<file path="src/rtl/udp_fifo_tx_reader.sv">
// Read side of the UDP loopback payload FIFO: drains one posted payload
// through a 2-entry skid buffer and frames it as a valid/ready byte stream.
module udp_fifo_tx_reader #(
    parameter int DATA_WIDTH = 8,
    parameter int LEN_WIDTH  = 16,
    parameter int MAX_LEN    = 1472,
    parameter int MIN_GAP    = 2
) (
    input  logic                  clk,
    input  logic                  rst,
    input  logic                  len_valid,
    input  logic [LEN_WIDTH-1:0]  len,
    output logic                  len_drop,
    output logic                  fifo_rd_en,
    input  logic [DATA_WIDTH-1:0] fifo_rd_data,
    input  logic                  fifo_empty,
    output logic                  tx_valid,
    input  logic                  tx_ready,
    output logic [DATA_WIDTH-1:0] tx_data,
    output logic                  tx_first,
    output logic                  tx_last,
    output logic [LEN_WIDTH-1:0]  tx_byte_num,
    output logic                  busy,
    output logic                  underrun
);

    typedef enum logic [1:0] {IDLE, STREAM, GAP} state_t;

    localparam logic [LEN_WIDTH-1:0] MAX_LEN_L = LEN_WIDTH'(MAX_LEN);
    localparam logic [7:0]           GAP_INIT  = 8'(MIN_GAP);

    state_t                state_q, state_d;
    logic [LEN_WIDTH-1:0]  rdRemain_q, rdRemain_d;
    logic [LEN_WIDTH-1:0]  txRemain_q, txRemain_d;
    logic [LEN_WIDTH-1:0]  byteNum_q, byteNum_d;
    logic                  underrun_q, underrun_d;
    logic                  inflight_q, inflight_d;
    logic [DATA_WIDTH-1:0] head_q, head_d;
    logic [DATA_WIDTH-1:0] tail_q, tail_d;
    logic [1:0]            occ_q, occ_d;
    logic                  firstPending_q, firstPending_d;
    logic [7:0]            gapCnt_q, gapCnt_d;
    logic                  lenDrop_q, lenDrop_d;

    logic                  txValid;
    logic                  pop;
    logic                  lenOk;
    logic                  rdEn;

    // State and datapath registers; reset abandons any packet in progress.
    always_ff @(posedge clk) begin
        if (rst) begin
            state_q        <= IDLE;
            rdRemain_q     <= '0;
            txRemain_q     <= '0;
            byteNum_q      <= '0;
            underrun_q     <= 1'b0;
            inflight_q     <= 1'b0;
            head_q         <= '0;
            tail_q         <= '0;
            occ_q          <= 2'd0;
            firstPending_q <= 1'b0;
            gapCnt_q       <= 8'd0;
            lenDrop_q      <= 1'b0;
        end else begin
            state_q        <= state_d;
            rdRemain_q     <= rdRemain_d;
            txRemain_q     <= txRemain_d;
            byteNum_q      <= byteNum_d;
            underrun_q     <= underrun_d;
            inflight_q     <= inflight_d;
            head_q         <= head_d;
            tail_q         <= tail_d;
            occ_q          <= occ_d;
            firstPending_q <= firstPending_d;
            gapCnt_q       <= gapCnt_d;
            lenDrop_q      <= lenDrop_d;
        end
    end

    // Next-state logic: length acceptance, read issue, skid buffer and framing.
    always_comb begin
        state_d        = state_q;
        rdRemain_d     = rdRemain_q;
        txRemain_d     = txRemain_q;
        byteNum_d      = byteNum_q;
        underrun_d     = underrun_q;
        head_d         = head_q;
        tail_d         = tail_q;
        occ_d          = occ_q;
        firstPending_d = firstPending_q;
        gapCnt_d       = gapCnt_q;
        lenDrop_d      = 1'b0;
        rdEn           = 1'b0;

        txValid = (state_q == STREAM) && (occ_q != 2'd0);
        pop     = txValid && tx_ready;
        lenOk   = (len != '0) && (len <= MAX_LEN_L);

        case (state_q)
            IDLE: begin
                if (len_valid) begin
                    if (lenOk) begin
                        state_d        = STREAM;
                        rdRemain_d     = len;
                        txRemain_d     = len;
                        byteNum_d      = len;
                        underrun_d     = 1'b0;
                        firstPending_d = 1'b1;
                    end else if (len > MAX_LEN_L) begin
                        lenDrop_d = 1'b1;
                    end
                end
            end
            STREAM: begin
                if (len_valid) begin
                    lenDrop_d = 1'b1;
                end
                if (fifo_empty && (rdRemain_q != '0)) begin
                    underrun_d = 1'b1;
                end
                if (!fifo_empty && (rdRemain_q != '0) &&
                    (({1'b0, occ_q} + {2'b00, inflight_q}) < (3'd2 + {2'b00, pop}))) begin
                    rdEn       = 1'b1;
                    rdRemain_d = rdRemain_q - 1'b1;
                end
                if (pop) begin
                    firstPending_d = 1'b0;
                    if (txRemain_q != '0) begin
                        txRemain_d = txRemain_q - 1'b1;
                    end
                    if (txRemain_q == LEN_WIDTH'(1)) begin
                        state_d  = GAP;
                        gapCnt_d = GAP_INIT;
                    end
                end
            end
            GAP: begin
                if (len_valid) begin
                    lenDrop_d = 1'b1;
                end
                if (gapCnt_q <= 8'd1) begin
                    state_d  = IDLE;
                    gapCnt_d = 8'd0;
                end else begin
                    gapCnt_d = gapCnt_q - 8'd1;
                end
            end
            default: begin
                state_d = IDLE;
            end
        endcase

        inflight_d = rdEn;

        case ({inflight_q, pop})
            2'b10: begin
                if (occ_q == 2'd0) begin
                    head_d = fifo_rd_data;
                end else begin
                    tail_d = fifo_rd_data;
                end
                occ_d = occ_q + 2'd1;
            end
            2'b01: begin
                head_d = tail_q;
                occ_d  = occ_q - 2'd1;
            end
            2'b11: begin
                if (occ_q == 2'd1) begin
                    head_d = fifo_rd_data;
                end else begin
                    head_d = tail_q;
                    tail_d = fifo_rd_data;
                end
            end
            default: begin
            end
        endcase
    end

    // Output drive; first/last qualify only a presented byte.
    always_comb begin
        fifo_rd_en  = rdEn;
        tx_valid    = txValid;
        tx_data     = head_q;
        tx_first    = txValid && firstPending_q;
        tx_last     = txValid && (txRemain_q == LEN_WIDTH'(1));
        tx_byte_num = byteNum_q;
        busy        = (state_q != IDLE);
        underrun    = underrun_q;
        len_drop    = lenDrop_q;
    end

endmodule

</file>
<file path="config.mk">
export PLATFORM = sky130hd
export DESIGN_NAME = udp_fifo_tx_reader
export DESIGN_NICKNAME = d
export VERILOG_FILES = /design/src/rtl/udp_fifo_tx_reader.sv
export SDC_FILE = /design/constraint.sdc
export NUM_CORES = 1
export LEC_CHECK = 0
export BUFFER_PORTS_ARGS = -buffer_cell sky130_fd_sc_hd__buf_2
export CORE_MARGIN = 8
export CORE_UTILIZATION = 30
export CTS_CLUSTER_SIZE = 8
export DETAILED_ROUTE_END_ITERATION = 10
export MAX_ROUTING_LAYER = met4
export PLACE_DENSITY = 0.47
export SETUP_SLACK_MARGIN = 0.5
export SLEW_MARGIN = 20
export SYNTH_ARGS = -nofsm -noshare
export SYNTH_HDL_FRONTEND = slang
export SYNTH_SLANG_ARGS = --single-unit
</file>
<file path="constraint.sdc">
create_clock -name clk -period 5.85 [get_ports clk]
set_input_delay 0.2925 -clock clk [delete_from_list [all_inputs] [get_ports clk]]
set_output_delay 0.2925 -clock clk [all_outputs]
set_load 0.02 [all_outputs]
</file>
Word-level counts from Yosys, hierarchy flattened

Cells that the tools add are included.
Widths: inputs -> output; s select.

Bits in registers: 80
Input bits: 29
Output and inout bits: 31
Logic and storage cells: 111

Add/subtract/negate cells: 7
$lt $le $gt $ge: 4
Eq/ne operators: 18
Mux-type cells: 39
Reduce and logical (&&, ||, !) cells: 31

Operators by type and width:

| cell                  | count |
|---|---|
| $mux 16               | 5 |
| $pmux 16 s2           | 2 |
| $mux 8                | 7 |
| $reduce_bool 16->1    | 3 |
| $pmux 8 s2            | 2 |
| $sub 16x1->16 const B | 2 |
| $pmux 8 s3            | 1 |
| $eq 16x1->1 const B   | 1 |
| $gt 16x11->1 const B  | 1 |
| $le 16x11->1 const B  | 1 |
| $ne 2x2->1 const B    | 7 |
| $mux 1                | 12 |
| $reduce_and 4->1      | 3 |
| $reduce_bool 2->1     | 6 |
| $mux 2                | 5 |
| $reduce_and 5->1      | 2 |
| $reduce_and 3->1      | 3 |
| $le 8x1->1 const B    | 1 |
| $logic_and 1x1->1     | 8 |
| $ne 2x1->1 const B    | 4 |
| $sub 8x1->8 const B   | 1 |
| $eq 2x1->1 const B    | 3 |
| $eq 2x2->1 const B    | 3 |
| $pmux 1 s2            | 3 |
| 12 further kinds      | 13 |

Longest topological paths before layout

Depth in word-level cells: 8
Mapped depth: 10
Mapped depth without buffers: 9

Least setup slack after synthesis

Ideal clock, no wire load.

Path type: reg2reg
Start point: register state_q[1]
End point: register tail_q[0]
Library setup time: 0.128 ns
Arrival time: 2.279 ns
Required time: 5.722 ns
Path slack: 3.443 ns
Stages on the path, launching flop included: 10
Path buffers: 1
Period minus slack after synthesis: 2.407 ns
Cell sequence: dfxtp_1 -> inv_1 -> ha_1 -> clkbuf_1 -> nand3b_1 -> inv_1 -> ha_1 -> o211ai_1 -> mux2i_1 -> nor2_1

Cells in the longest elaborated chain, start to end: 6
Elaborated cells between the ends (all ways): 10
Those cells by class: eq/ne (5); mux (1); reduce/logical (4)

RTL lines:

| item                                                             | line | text |
|---|---|---|
| start: declaration                                               | 32   | `state_t state_q, state_d;` |
| start signal: assignment                                         | 66   | `state_q <= state_d;` |
| $eq 2x1->1 *                                                     | 96   | `txValid = (state_q == STREAM) && (occ_q != 2'd0);` |
| $logic_and 1x1->1 *                                              | 96   |  |
| $logic_and 1x1->1 *                                              | 97   | `pop = txValid && tx_ready;` |
| $eq 2x2->1                                                       | 156  | `case ({inflight_q, pop})` |
| $ne 2x2->1 (no line) / $reduce_bool 2->1 (equally long branches) | --   |  |
| $reduce_and 3->1 (no line)                                       | --   |  |
| end signal: assignment                                           | 73   | `tail_q <= tail_d;` |
| end: declaration                                                 | 39   | `logic [DATA_WIDTH-1:0] tail_q, tail_d;` |

Mark *: on every way between the ends. The rest lies on a longest branch, timed or not.
A chain may end at the register's enable or synchronous reset.

Worst setup path after layout

Start point: register state_q[1]
End point: register txRemain_q[6]

Cells in the longest elaborated chain, start to end: 5
Elaborated cells between the ends (all ways): 11
Those cells by class: eq/ne (5); mux (1); reduce/logical (5)

RTL lines:

| item                       | line    | text |
|---|---|---|
| $eq 2x1->1                 | 96, 100 |  |
| $logic_and 1x1->1          | 96      |  |
| $logic_and 1x1->1          | 97      |  |
| $ne 2x2->1 (no line)       | --      |  |
| $reduce_and 5->1 (no line) | --      |  |
| end signal: assignment     | 68      | `txRemain_q <= txRemain_d;` |
| end: declaration           | 34      | `logic [LEN_WIDTH-1:0] txRemain_q, txRemain_d;` |

Parallel ways exist; a longest one is shown, timed or not.

==> results.toml <==
[yosys]
syn_area_um2 = 4640
synth.most_common_cell = "dfxtp_1"
ys_warn_count = 0
synth_area_leaders = "dfxtp_1 (34%), ha_1 (5.4%), a21oi_1 (4.8%), nor2_1 (4.7%), mux2i_1 (4.5%)"
synth_edf_count = 0
yosysUniqueCellTypes = 66
synthCells = 557
synth_common_cells = "dfxtp_1 (80), nor2_1 (58), a21oi_1 (45)"
yosysTopAreaCell = "dfxtp_1"
ys_ff_latch = 80
syn_area_per_cell_um2 = 8.34
synth_top_area_share_pct = 34.5
async_flop_share_pct = 0
synth-main-ff-cell = "dfxtp_1"
syn_nets = 606
ys_seq_area_share_pct = 34.5

[routing]
wl_per_cell_um = 18.3
num_vias = 4520
drt-initial-drc-count = 334
wl_met1_um = 6960
firstDrtPassIters = 5
met3WireLength_um = 665
detail-route-antenna-nets = 0
drc_errors = 0
drt-total-wl_um = 14600
route.met2.wl_um = 6760
dr.max_layer_used = "met4"
via_per_inst = 5.66

[grt]
grt_max_degree = 71
gr-total-overflow = 0
grt_pass1_wl_um = 23800
grt_util_all_layers_pct = 15.4
grt_pass1_vias = 4457
grt_antenna_before_repair = 0

[sta]
tns_ps = 0
hold_viol = 0
clock-skew-final_ps = 4.78
period_minus_slack_ps = 3300
drv_slew = 0
fmax_mhz = 303
finalSetupViolCount = 0
slew_headroom_pct = 29.4
rsz0062_at_grt = "no"
fin_crit_sh_pct = 56.3
tightest_slew_ps = 1050

[critical_path]
path_max_fanout = 39
crit_required_ps = 6080
crit_path_top_delay_cell = "inv_1"
reg2reg_depth = 8
crit_path_end_kind = "flop"
critPathMaxStageDelay_ps = 790
cp_common_cell = "inv_1"
setup.worst_path.start_class = "flop"
critPathKind = "reg2reg"
cp_data_arrival_time_ps = 3520
crit_chain = "inv_1 -> ha_2 -> buf_4 -> inv_1 -> nand2_1 -> o21a_1 -> or3_2 -> a32o_1"

[pwr]
total_power_mw = 1.24
clockPowerShare_pct = 46.3
power.switching_mw = 0.312
ir_drop_uv = 107
seqPwrFrac_pct = 44.7
power_frac_comb_pct = 9.0
p_int_mw = 0.931
p_per_area_nw_per_um2 = 230
leakagePower_nw = 2.08
swShare_pct = 25.1

[clock_tree]
cts.sinks = 80
holdBufCountCts = 0
cts_made_buffers = 9
clock_latency_ps = 340
htreeDepth = 3
cts_buffer_depth = 2
cts_tree = "done"
ctsResizeCount = 0
cts_setup_buffers = 0
path_clk_slew_ps = 60
root_buffer = "clkbuf_16"

[floorplan]
coreArea_um2 = 15100
initial_core_util_pct = 30.7
die_h_um = 140
fp.dieArea_um2 = 19700
rows = 45
io_pins = 60
die_x_um = 140

[cells_and_area]
fin_nets = 654
fillers = 1573
antennaDiodeCount = 0
drive_gt1_share_pct = 16.4
syn_to_final_growth_pct = 16.3

[placement]
io_buffer_count = 59
gp_congestion = 0.802
detailed_place_hpwl_um = 10400

[run_status]
status = "finished, final reports clean"

[run]
maxCapViolCount = 0

[hold_path]
hp-class = "in2reg"
whs_path_depth = 3
## cells by family (layout without fill, tap and decap cells)
logic type	after synthesis	count (layout)	synth area share (%)
multiplexers	21	21	4.53
AND/OR/NAND/NOR	205	205	23.6
AO/OA/AOI/OAI	168	168	25.9
flip-flops	80	80	34.5
XOR/XNOR	3	3	0.566
adder cells (fa/ha/maj)	20	20	5.39
buffers and inverters	60	113	5.60
## registers in the layout (all words and copies together) (netlist names)
name and cells:
rdRemain_q 16, inflight_q 1, tx_byte_num 16, firstPending_q 1, gapCnt_q 8, state_q 2, underrun 1, txRemain_q 16
occ_q 2, len_drop 1, tx_data 8, tail_q 8
## worst max-delay path: cells and delay by family, from the launching register on
family / cells / cell delay (ps)
compound gates: 2 / 610
fa+ha+maj: 1 / 280
flops: 1 / 380
simple gates: 2 / 710
buf+inv: 3 / 1200
## power groups by stage
| stage | clock, mW | sequential (mW) | combinational, mW |
|---|---|---|---|
| global route | 0.611 | 0.556 | 0.123 |
| floorplan | 0 | 0.567 | 0.0705 |
| detailed placement | 0 | 0.567 | 0.111 |
| CTS | 0.590 | 0.555 | 0.112 |
| finish | 0.575 | 0.555 | 0.112 |
| global placement | 0 | 0.567 | 0.111 |
## layout make-up
class / instances / area (um2) / area share, %
Clock buffer: 11 / 243 / 4.49
Clock inverter: 5 / 56.3 / 1.04
Inverter: 29 / 109 / 2.01
Multi-Input combinational cell: 417 / 2800 / 51.7
Sequential cell: 80 / 1600 / 29.6
Tap cell: 188 / 235 / 4.35
Timing Repair Buffer: 68 / 363 / 6.72
## per-stage QoR
step	std cells	area, um2	setup slack, ps	hold slack [ps]	util, %
floorplan	557	4640	3440	409	-
global placement	782	5100	2700	438	33.7
detailed placement	782	5100	2600	441	33.7
CTS	798	5400	2590	190	35.6
global route	798	5400	2220	212	35.7
finish	798	5400	2550	202	35.7
## final timing paths
check                       start               to  slack [ps]
hold reg to reg   tx_byte_num[13]  tx_byte_num[13]         460
setup / recovery       state_q[1]    txRemain_q[6]        2550
hold / removal    fifo_rd_data[1]        tail_q[1]         200
setup reg to reg       state_q[1]    txRemain_q[6]        2550
## cells in the final DEF, fill, tap and decap left out, types with 3 or more instances in the layout
cell	instances
ha_1	19
clkbuf_16	9
buf_2	59
xnor2_1	3
a22oi_1	8
nor4b_1	3
nor3_1	22
and4_1	3
a21oi_1	44
o32ai_1	6
a32o_1	9
nand3_1	20
mux2i_1	21
and3_1	8
nor2_1	58
nand4_1	11
or4_1	5
o31ai_1	13
nor2b_1	10
o21ai_0	15
nor3b_1	4
nor4_1	12
a31oi_1	11
and2_1	6
buf_4	9
o21ai_1	4
a311oi_1	3
dfxtp_1	80
nand2_1	23
a211oi_1	13
inv_1	28
o22ai_1	4
o211ai_1	12
or3_1	7
o41ai_1	3
## metal layers
metal  track usage [%]  up-vias
li1                  -     2200
met1              19.5     2161
met2              24.2      147
met3              3.50       12
met4              4.00        0
met5                 -        -
No activity file was read; power rests on OpenSTA's default activity.
